==> src/rtl/slack_horizon_sched_pkg.sv <==
// Shared types and defaults for the slack-phase horizon sequencer.
package slack_horizon_sched_pkg;

  localparam int DEF_STATE_DIM   = 12;
  localparam int DEF_CONTROL_DIM = 4;
  localparam int DEF_W           = 16;
  localparam int DEF_HORIZON     = 10;
  localparam int DEF_TIMEOUT     = 255;

  // One signed fixed-point trajectory word.
  typedef logic signed [DEF_W-1:0] fixed_t;

  // Sequencer states; one knot walks READ -> LOAD -> KICK -> WAIT -> WRITE.
  typedef enum logic [2:0] {
    ST_IDLE  = 3'd0,
    ST_READ  = 3'd1,
    ST_LOAD  = 3'd2,
    ST_KICK  = 3'd3,
    ST_WAIT  = 3'd4,
    ST_WRITE = 3'd5,
    ST_FIN   = 3'd6
  } slack_sched_state_t;

  // Rising-edge detect against the previous-cycle sample.
  function automatic logic rising(input logic cur, input logic prev);
    return cur & ~prev;
  endfunction

endpackage

==> src/rtl/slack_horizon_sched_if.sv <==
// Memory-read, slack_update and slack-memory-write bundle of the sequencer.
interface slack_horizon_sched_if
  import slack_horizon_sched_pkg::*;
#(
  parameter int STATE_DIM   = DEF_STATE_DIM,
  parameter int CONTROL_DIM = DEF_CONTROL_DIM,
  parameter int W           = DEF_W,
  parameter int AW          = $clog2(DEF_HORIZON)
);

  // trajectory memory read port
  logic                       rd_en;
  logic [AW-1:0]              rd_addr;
  logic [STATE_DIM*W-1:0]     rd_x;
  logic [STATE_DIM*W-1:0]     rd_y;
  logic [CONTROL_DIM*W-1:0]   rd_u;
  logic [CONTROL_DIM*W-1:0]   rd_g;

  // slack_update operands and results
  logic                       su_start;
  logic [STATE_DIM*W-1:0]     su_x;
  logic [STATE_DIM*W-1:0]     su_y;
  logic [CONTROL_DIM*W-1:0]   su_u;
  logic [CONTROL_DIM*W-1:0]   su_g;
  logic                       su_done;
  logic [STATE_DIM*W-1:0]     su_v;
  logic [CONTROL_DIM*W-1:0]   su_z;

  // slack memory write port
  logic                       wr_en;
  logic                       wr_z_en;
  logic [AW-1:0]              wr_addr;
  logic [STATE_DIM*W-1:0]     wr_v;
  logic [CONTROL_DIM*W-1:0]   wr_z;

  // sequencer side
  modport master (
    output rd_en, rd_addr,
    input  rd_x, rd_y, rd_u, rd_g,
    output su_start, su_x, su_y, su_u, su_g,
    input  su_done, su_v, su_z,
    output wr_en, wr_z_en, wr_addr, wr_v, wr_z
  );

  // memories / slack_update side
  modport slave (
    input  rd_en, rd_addr,
    output rd_x, rd_y, rd_u, rd_g,
    input  su_start, su_x, su_y, su_u, su_g,
    output su_done, su_v, su_z,
    input  wr_en, wr_z_en, wr_addr, wr_v, wr_z
  );

endinterface

==> src/rtl/slack_horizon_sched_timeout_ctr.sv <==
// Watchdog counter for the WAIT state: cleared on kick, counts while enabled.
module sched_timeout_ctr #(
  parameter int TIMEOUT = 255
) (
  input  logic clk,
  input  logic reset,
  input  logic clr,
  input  logic en,
  output logic expired
);

  localparam int CW = $clog2(TIMEOUT + 1);

  logic [CW-1:0] cnt_reg;
  logic          at_limit;

  // The TIMEOUT-th enabled cycle is the one that reports expiry.
  assign at_limit = (cnt_reg >= CW'(TIMEOUT - 1));
  assign expired  = en & at_limit;

  // Count enabled cycles, saturating at the limit.
  always_ff @(posedge clk or posedge reset) begin
    if (reset) begin
      cnt_reg <= '0;
    end else if (clr) begin
      cnt_reg <= '0;
    end else if (en && !at_limit) begin
      cnt_reg <= cnt_reg + CW'(1);
    end
  end

endmodule

==> src/rtl/slack_horizon_sched.sv <==
// Sweeps one shared slack_update across every knot of the horizon.
module slack_horizon_sched
  import slack_horizon_sched_pkg::*;
#(
  parameter int STATE_DIM   = DEF_STATE_DIM,
  parameter int CONTROL_DIM = DEF_CONTROL_DIM,
  parameter int W           = DEF_W,
  parameter int HORIZON     = DEF_HORIZON,
  parameter int AW          = $clog2(HORIZON),
  parameter int TIMEOUT     = DEF_TIMEOUT
) (
  input  logic                  clk,
  input  logic                  reset,
  input  logic                  start,
  output logic                  busy,
  output logic                  done,
  output logic                  err,
  output logic [AW-1:0]         k_idx,
  slack_horizon_sched_if.master bus
);

  slack_sched_state_t state_reg, state_next;

  logic [AW-1:0] k_idx_reg;
  logic          err_reg;
  logic          su_done_q_reg;
  logic          done_edge;
  logic          last_knot;
  logic          tmo_clr;
  logic          tmo_en;
  logic          tmo_expired;
  logic          load_en;
  logic          cap_en;

  logic          busy_c, done_c, rd_en_c, su_start_c, wr_en_c, wr_z_en_c;

  // A held-high done from the previous knot never looks like a new edge.
  assign done_edge = rising(bus.su_done, su_done_q_reg);
  assign last_knot = (k_idx_reg == AW'(HORIZON - 1));
  assign load_en   = (state_reg == ST_LOAD);
  assign cap_en    = (state_reg == ST_WAIT) && done_edge;

  // State register.
  always_ff @(posedge clk or posedge reset) begin
    if (reset) state_reg <= ST_IDLE;
    else       state_reg <= state_next;
  end

  // Next-state decode; a completion edge wins over a coincident timeout.
  always_comb begin
    state_next = state_reg;
    unique case (state_reg)
      ST_IDLE:  if (start) state_next = ST_READ;
      ST_READ:  state_next = ST_LOAD;
      ST_LOAD:  state_next = ST_KICK;
      ST_KICK:  state_next = ST_WAIT;
      ST_WAIT: begin
        if (done_edge)        state_next = ST_WRITE;
        else if (tmo_expired) state_next = ST_FIN;
      end
      ST_WRITE: state_next = last_knot ? ST_FIN : ST_READ;
      ST_FIN:   state_next = ST_IDLE;
      default:  state_next = ST_IDLE;
    endcase
  end

  // Moore strobes decoded from the state register.
  always_comb begin
    busy_c     = 1'b0;
    done_c     = 1'b0;
    rd_en_c    = 1'b0;
    su_start_c = 1'b0;
    wr_en_c    = 1'b0;
    wr_z_en_c  = 1'b0;
    tmo_clr    = 1'b0;
    tmo_en     = 1'b0;
    unique case (state_reg)
      ST_IDLE:  ;
      ST_READ:  begin busy_c = 1'b1; rd_en_c = 1'b1; end
      ST_LOAD:  busy_c = 1'b1;
      ST_KICK:  begin busy_c = 1'b1; su_start_c = 1'b1; tmo_clr = 1'b1; end
      ST_WAIT:  begin busy_c = 1'b1; tmo_en = 1'b1; end
      ST_WRITE: begin
        busy_c    = 1'b1;
        wr_en_c   = 1'b1;
        // the terminal knot carries no control slack
        wr_z_en_c = ~last_knot;
      end
      ST_FIN:   begin busy_c = 1'b1; done_c = 1'b1; end
      default:  ;
    endcase
  end

  // Knot index, abort flag and the done-edge history sample.
  always_ff @(posedge clk or posedge reset) begin
    if (reset) begin
      k_idx_reg     <= '0;
      err_reg       <= 1'b0;
      su_done_q_reg <= 1'b0;
    end else begin
      su_done_q_reg <= bus.su_done;
      if (state_reg == ST_IDLE && start) begin
        k_idx_reg <= '0;
        err_reg   <= 1'b0;
      end else if (state_reg == ST_WAIT && !done_edge && tmo_expired) begin
        err_reg <= 1'b1;
      end else if (state_reg == ST_WRITE && !last_knot) begin
        k_idx_reg <= k_idx_reg + AW'(1);
      end
    end
  end

  sched_timeout_ctr #(
    .TIMEOUT (TIMEOUT)
  ) u_tmo (
    .clk     (clk),
    .reset   (reset),
    .clr     (tmo_clr),
    .en      (tmo_en),
    .expired (tmo_expired)
  );

  // State-vector lanes: operands latched in LOAD, v captured on the done edge.
  for (genvar gi = 0; gi < STATE_DIM; gi++) begin : g_state_lane
    logic signed [W-1:0] x_reg, y_reg, v_reg;

    // Per-lane operand and result registers.
    always_ff @(posedge clk or posedge reset) begin
      if (reset) begin
        x_reg <= '0;
        y_reg <= '0;
        v_reg <= '0;
      end else begin
        if (load_en) begin
          x_reg <= bus.rd_x[gi*W +: W];
          y_reg <= bus.rd_y[gi*W +: W];
        end
        if (cap_en) v_reg <= bus.su_v[gi*W +: W];
      end
    end

    assign bus.su_x[gi*W +: W] = x_reg;
    assign bus.su_y[gi*W +: W] = y_reg;
    assign bus.wr_v[gi*W +: W] = v_reg;
  end

  // Control-vector lanes: same rule as the state lanes, z instead of v.
  for (genvar gi = 0; gi < CONTROL_DIM; gi++) begin : g_ctrl_lane
    logic signed [W-1:0] u_reg, g_reg, z_reg;

    // Per-lane operand and result registers.
    always_ff @(posedge clk or posedge reset) begin
      if (reset) begin
        u_reg <= '0;
        g_reg <= '0;
        z_reg <= '0;
      end else begin
        if (load_en) begin
          u_reg <= bus.rd_u[gi*W +: W];
          g_reg <= bus.rd_g[gi*W +: W];
        end
        if (cap_en) z_reg <= bus.su_z[gi*W +: W];
      end
    end

    assign bus.su_u[gi*W +: W] = u_reg;
    assign bus.su_g[gi*W +: W] = g_reg;
    assign bus.wr_z[gi*W +: W] = z_reg;
  end

  assign busy         = busy_c;
  assign done         = done_c;
  assign err          = err_reg;
  assign k_idx        = k_idx_reg;
  assign bus.rd_en    = rd_en_c;
  assign bus.rd_addr  = k_idx_reg;
  assign bus.su_start = su_start_c;
  assign bus.wr_en    = wr_en_c;
  assign bus.wr_z_en  = wr_z_en_c;
  assign bus.wr_addr  = k_idx_reg;

endmodule

==> src/flat_wrapper.sv <==
// flat-port wrapper written by rule: the top's interface ports become plain ports
module slack_horizon_sched_flat import slack_horizon_sched_pkg::*;
#(
  parameter int STATE_DIM   = DEF_STATE_DIM,
  parameter int CONTROL_DIM = DEF_CONTROL_DIM,
  parameter int W           = DEF_W,
  parameter int HORIZON     = DEF_HORIZON,
  parameter int AW          = $clog2(HORIZON),
  parameter int TIMEOUT     = DEF_TIMEOUT
)
  (clk, reset, start, busy, done, err, k_idx, bus_rd_en, bus_rd_addr, bus_rd_x, bus_rd_y, bus_rd_u, bus_rd_g, bus_su_start, bus_su_x, bus_su_y, bus_su_u, bus_su_g, bus_su_done, bus_su_v, bus_su_z, bus_wr_en, bus_wr_z_en, bus_wr_addr, bus_wr_v, bus_wr_z);
  slack_horizon_sched_if #(.STATE_DIM(STATE_DIM), .CONTROL_DIM(CONTROL_DIM), .W(W), .AW(AW)) bus_i ();
  input  logic clk;
  input  logic reset;
  input  logic start;
  output logic busy;
  output logic done;
  output logic err;
  output logic [AW-1:0] k_idx;
  output wire logic [$bits(bus_i.rd_en)-1:0] bus_rd_en;
  output wire logic [$bits(bus_i.rd_addr)-1:0] bus_rd_addr;
  input wire logic [$bits(bus_i.rd_x)-1:0] bus_rd_x;
  input wire logic [$bits(bus_i.rd_y)-1:0] bus_rd_y;
  input wire logic [$bits(bus_i.rd_u)-1:0] bus_rd_u;
  input wire logic [$bits(bus_i.rd_g)-1:0] bus_rd_g;
  output wire logic [$bits(bus_i.su_start)-1:0] bus_su_start;
  output wire logic [$bits(bus_i.su_x)-1:0] bus_su_x;
  output wire logic [$bits(bus_i.su_y)-1:0] bus_su_y;
  output wire logic [$bits(bus_i.su_u)-1:0] bus_su_u;
  output wire logic [$bits(bus_i.su_g)-1:0] bus_su_g;
  input wire logic [$bits(bus_i.su_done)-1:0] bus_su_done;
  input wire logic [$bits(bus_i.su_v)-1:0] bus_su_v;
  input wire logic [$bits(bus_i.su_z)-1:0] bus_su_z;
  output wire logic [$bits(bus_i.wr_en)-1:0] bus_wr_en;
  output wire logic [$bits(bus_i.wr_z_en)-1:0] bus_wr_z_en;
  output wire logic [$bits(bus_i.wr_addr)-1:0] bus_wr_addr;
  output wire logic [$bits(bus_i.wr_v)-1:0] bus_wr_v;
  output wire logic [$bits(bus_i.wr_z)-1:0] bus_wr_z;
  assign bus_rd_en = bus_i.rd_en;
  assign bus_rd_addr = bus_i.rd_addr;
  assign bus_i.rd_x = bus_rd_x;
  assign bus_i.rd_y = bus_rd_y;
  assign bus_i.rd_u = bus_rd_u;
  assign bus_i.rd_g = bus_rd_g;
  assign bus_su_start = bus_i.su_start;
  assign bus_su_x = bus_i.su_x;
  assign bus_su_y = bus_i.su_y;
  assign bus_su_u = bus_i.su_u;
  assign bus_su_g = bus_i.su_g;
  assign bus_i.su_done = bus_su_done;
  assign bus_i.su_v = bus_su_v;
  assign bus_i.su_z = bus_su_z;
  assign bus_wr_en = bus_i.wr_en;
  assign bus_wr_z_en = bus_i.wr_z_en;
  assign bus_wr_addr = bus_i.wr_addr;
  assign bus_wr_v = bus_i.wr_v;
  assign bus_wr_z = bus_i.wr_z;
  slack_horizon_sched #(.STATE_DIM(STATE_DIM), .CONTROL_DIM(CONTROL_DIM), .W(W), .HORIZON(HORIZON), .AW(AW), .TIMEOUT(TIMEOUT)) u_core (.clk(clk), .reset(reset), .start(start), .busy(busy), .done(done), .err(err), .k_idx(k_idx), .bus(bus_i));
endmodule
==> config.mk <==
export PLATFORM = sky130hd
export DESIGN_NAME = slack_horizon_sched_flat
export DESIGN_NICKNAME = d
export VERILOG_FILES = /design/src/rtl/slack_horizon_sched_pkg.sv /design/src/rtl/slack_horizon_sched_if.sv /design/src/rtl/slack_horizon_sched_timeout_ctr.sv /design/src/rtl/slack_horizon_sched.sv /design/src/flat_wrapper.sv
export SDC_FILE = /design/constraint.sdc
export NUM_CORES = 1
export LEC_CHECK = 0
export BUFFER_PORTS_ARGS = -buffer_cell sky130_fd_sc_hd__buf_2
export CORE_AREA = 2 2 610 612
export DETAILED_ROUTE_END_ITERATION = 6
export DIE_AREA = 0 0 612 614
export PLACE_DENSITY_LB_ADDON = 0.3
export SYNTH_ARGS = -nofsm -noshare
export SYNTH_HDL_FRONTEND = slang
export SYNTH_HIERARCHICAL = 1
export SYNTH_SLANG_ARGS = --single-unit
==> constraint.sdc <==
create_clock -name clk -period 32.7 [get_ports clk]
set_input_delay 6.54 -clock clk [delete_from_list [all_inputs] [get_ports clk]]
set_output_delay 6.54 -clock clk [all_outputs]
set_load 0.01 [all_outputs]
==> run_results.csv <==
group,metric,value,unit
run_status,status,"completed",
grt,first_pass_grt_wire_length,282100,um
sta,final.period_utilization,0.2784,
routing,ant_nets,0,
synthesis,yosys.area_share.simple,0.008730,
power,ir_worst_vdd,55.56,uV
floorplan,dieHeight,614,um
synthesis,postSynth.topFlopCell,"dfrtp_1",
clocking,post-cts-setup-buffers,0,
setup_path,worst_path_largest_cell_delay,0.64,ns
floorplan,rows,224,
worst_hold_path,hold_depth,1,
power,power_switching,2.178,mW
synthesis,post_synth_edffs,0,
synthesis,synth_xor_area_frac,0.0002938,
routing,detail_route.first_pass.iterations,5,
place,post_dp_cell_area,43100,um^2
routing,via_count,22560,
place,post-dp-hpwl,201500,um
synthesis,postSynthCellCount,1736,
clocking,post_cts_hold_buffer_count,0,
synthesis,largest_family_of_logic_cells_by_synthesized_area,"multiplexers",
synthesis,synth.area.mux_share,0.2908,
clocking,cts_max_path_buffers,4,
setup_path,critical_path_arrival,2.56,ns
final_layout,final_net_count,4110,
power,power.switching_fraction,0.4205,
floorplan,core_region_area,370200,um^2
setup_path,timing.critical_path.to_type,"primary output",
routing,viasPerCell,2.684,
setup_path,worstRegToRegCells,6,
setup_path,timing_worst_setup_path_type,"register to primary output",
sta,worstMarginPinSlew,1.192,ns
sta,clock_skew,0.1027,ns
routing,wl,230200,um
final_layout,stdcell_area,46710,um^2
clocking,ctsResizeCount,0,
sta,setup_tns,0,ns
clocking,clock_insertion_delay_worst_skew,0.85,ns
synthesis,synth_top_cell_area_share,0.6589,
floorplan,io_pins,1559,
synthesis,post_synth_main_area_contributors,"dfrtp_1 66%, mux2_2 20%, mux2_1 8.6%",
power,fin_total_pwr,5.180,mW
final_layout,final_layout_size_suffix_gt1_frac,0.6742,
synthesis,synth_adder_area_share,0.001679,
routing,detail_route.wl_per_cell,27.39,um
setup_path,timing.critical_path.cells,"nand2_1 > nor2_1 > buf_2",
clocking,number_of_sinks_on_the_clock_net,785,
setup_path,critical_path.slowest_cell,"nor2_1",
clocking,tritoncts.num_buffers,109,
synthesis,netlist.top_cell.by_area,"dfrtp_1",
clocking,htree_num_levels,3,
setup_path,critPathMaxFanout,14,
clocking,cts_tree,"yes",
power,power.internal,3.002,mW
sta,slew-limit-headroom,0.2055,
sta,setup_viol,0,
floorplan,floorplan_die_area,375800,um^2
grt,antenna_found_initial,155,
clocking,root_buffer,"clkbuf_16",
floorplan,initial_utilization,0.08052,
sta,postLayoutSetupSlackWorst,23.60,ns
place,gp_congestion,0.8801,
routing,drc_errors,0,
job,cap_viol_max_count,0,
place,placed_cells_incl_taps,8195,
sta,timing.final.hold_violations,0,
synthesis,asr_flop_ratio_synth,1.000,
setup_path,critical_path_start_type,"register",
grt,via_count_of_the_first_global_routing_pass,23620,
final_layout,area.growth.synth_to_final,56.69,%
synthesis,synth.net_count,2512,
power,pwr-share-seq,0.351,
synthesis,synthesis.area_per_instance,17.17,um^2
worst_hold_path,timing.hold.worst.class,"register to register",
routing,drt_iter0_drc,1022,
synthesis,synth_top_cells_by_count,"785 x dfrtp_1, 541 x mux2_2, 229 x mux2_1",
setup_path,required_time_at_the_endpoint_of_the_critical_path,26.16,ns
sta,max_clock_freq,0.1099,GHz
floorplan,fp.dieW,612,um
synthesis,yosysSeqAreaShare,0.6589,
synthesis,post-synth-top-count-cell,"dfrtp_1",
sta,timing.final.max_slew_violations,0,
synthesis,yosys_register_bits,785,
sta,unrepaired_setup_endpoints_after_global_routing,"no",
grt,maximum_number_of_pins_on_one_net_before_global_route_repair,88,
power,power_density,110.9,nW/um^2
final_layout,instances_no_fill,8406,
sta,final_period_minus_worst_setup_slack,9.103,ns
power,comb_power_share,0.416,
grt,groute.usage.overall,0.1171,
synthesis,synth_compound_gate_area_share,0.006631,
synthesis,synth_warnings,6,
synthesis,post_syn_area,29810,um^2
synthesis,number_of_different_library_cells_in_the_post_synthesis_netlist,40,
grt,globalRoute.totalOverflow,0,
place,dp_worst_setup_slack,22.83,ns
power,power.clock.fraction,0.234,
place,port_buffers,1558,
clocking,clkSlewWorstSetupHoldPaths,0.06,ns
power,leakagePower,21.28,nW
[cell usage in the layout, fill, tap and decap left out, drive strengths merged, types with 2 or more instances in the layout]
cell         n
a21o         2
nor3b        3
ha           4
inv         13
o31ai        2
a211oi       6
nand3b       3
buf       1584
o21ai        3
nor3         4
and3         3
mux2       770
dfrtp      785
or4          2
nor2         8
and3b        2
or3          3
nor2b        2
nand2        4
bufinv       4
nand3        4
a21oi        9
clkbuf     160
clkinvlp     3
clkinv      17
diode       21
[critical path, delay by kind of cell (launching register included)]
kind	cells	cell delay [ns]
buffers and inverters	1	0.32
flip-flops	1	0.63
AND/OR/NAND/NOR	2	0.75
[cell type report]
type	count	area [um^2]
well taps	4972	6221
flip-flops and latches	785	19640
inverters	7	33.78
multi-input cells	847	9204
fillers	41980	323500
repair buffers	1584	7993
clock buffers	160	3219
diodes	21	52.55
clock inverters	30	345.3
[routing by layer]
metal / wire length, um / global-route usage
met1: 88660 / 0.1335
met2: 106600 / 0.1909
met3: 27870 / 0.06221
met4: 6894 / 0.02892
met5: 241 / 0
[metrics by stage]
step	util	hold slack [ns]
floorplan	-	0.4817
global placement	0.1164	0.4697
detailed placement	0.1164	0.4778
CTS	0.1260	0.4900
global route	0.1261	0.5045
finish	0.1262	0.4878
[cell families after synthesis]
logic type / count (synthesis)
xor+xnor: 1
buf+inv: 104
fa+ha+maj: 4
simple gates: 43
mux: 770
flops: 785
compound gates: 29
[path summary, 6_finish.rpt]
path / startpoint / end / slack, ns
worst max-delay path: u_core/state_reg[1]$_DFFE_PP0P_ / bus_su_start / 23.60
worst min-delay path: u_core/g_ctrl_lane[2].z_reg[6]$_DFFE_PP0P_ / u_core/g_ctrl_lane[2].z_reg[6]$_DFFE_PP0P_ / 0.49
worst max register to register: u_core/state_reg[0]$_DFFE_PP0P_ / u_core/g_ctrl_lane[2].g_reg[11]$_DFFE_PP0P_ / 28.14
worst min register to register: u_core/g_ctrl_lane[2].z_reg[6]$_DFFE_PP0P_ / u_core/g_ctrl_lane[2].z_reg[6]$_DFFE_PP0P_ / 0.49
max in group asynchronous: reset / u_core/g_state_lane[4].y_reg[4]$_DFFE_PP0P_ / 23.94
min in group asynchronous: reset / u_core/g_state_lane[0].x_reg[6]$_DFFE_PP0P_ / 5.77
[power by group through the flow]
stage	clock (mW)	combinational, mW	sequential [mW]
finish	1.21	2.15	1.82
global route	1.29	2.33	1.87
CTS	1.26	2.25	1.82
detailed placement	0	2.24	1.83
global placement	0	2.23	1.83
floorplan	0	0.737	1.93
Note: power is estimated with default switching activity, not from simulation.
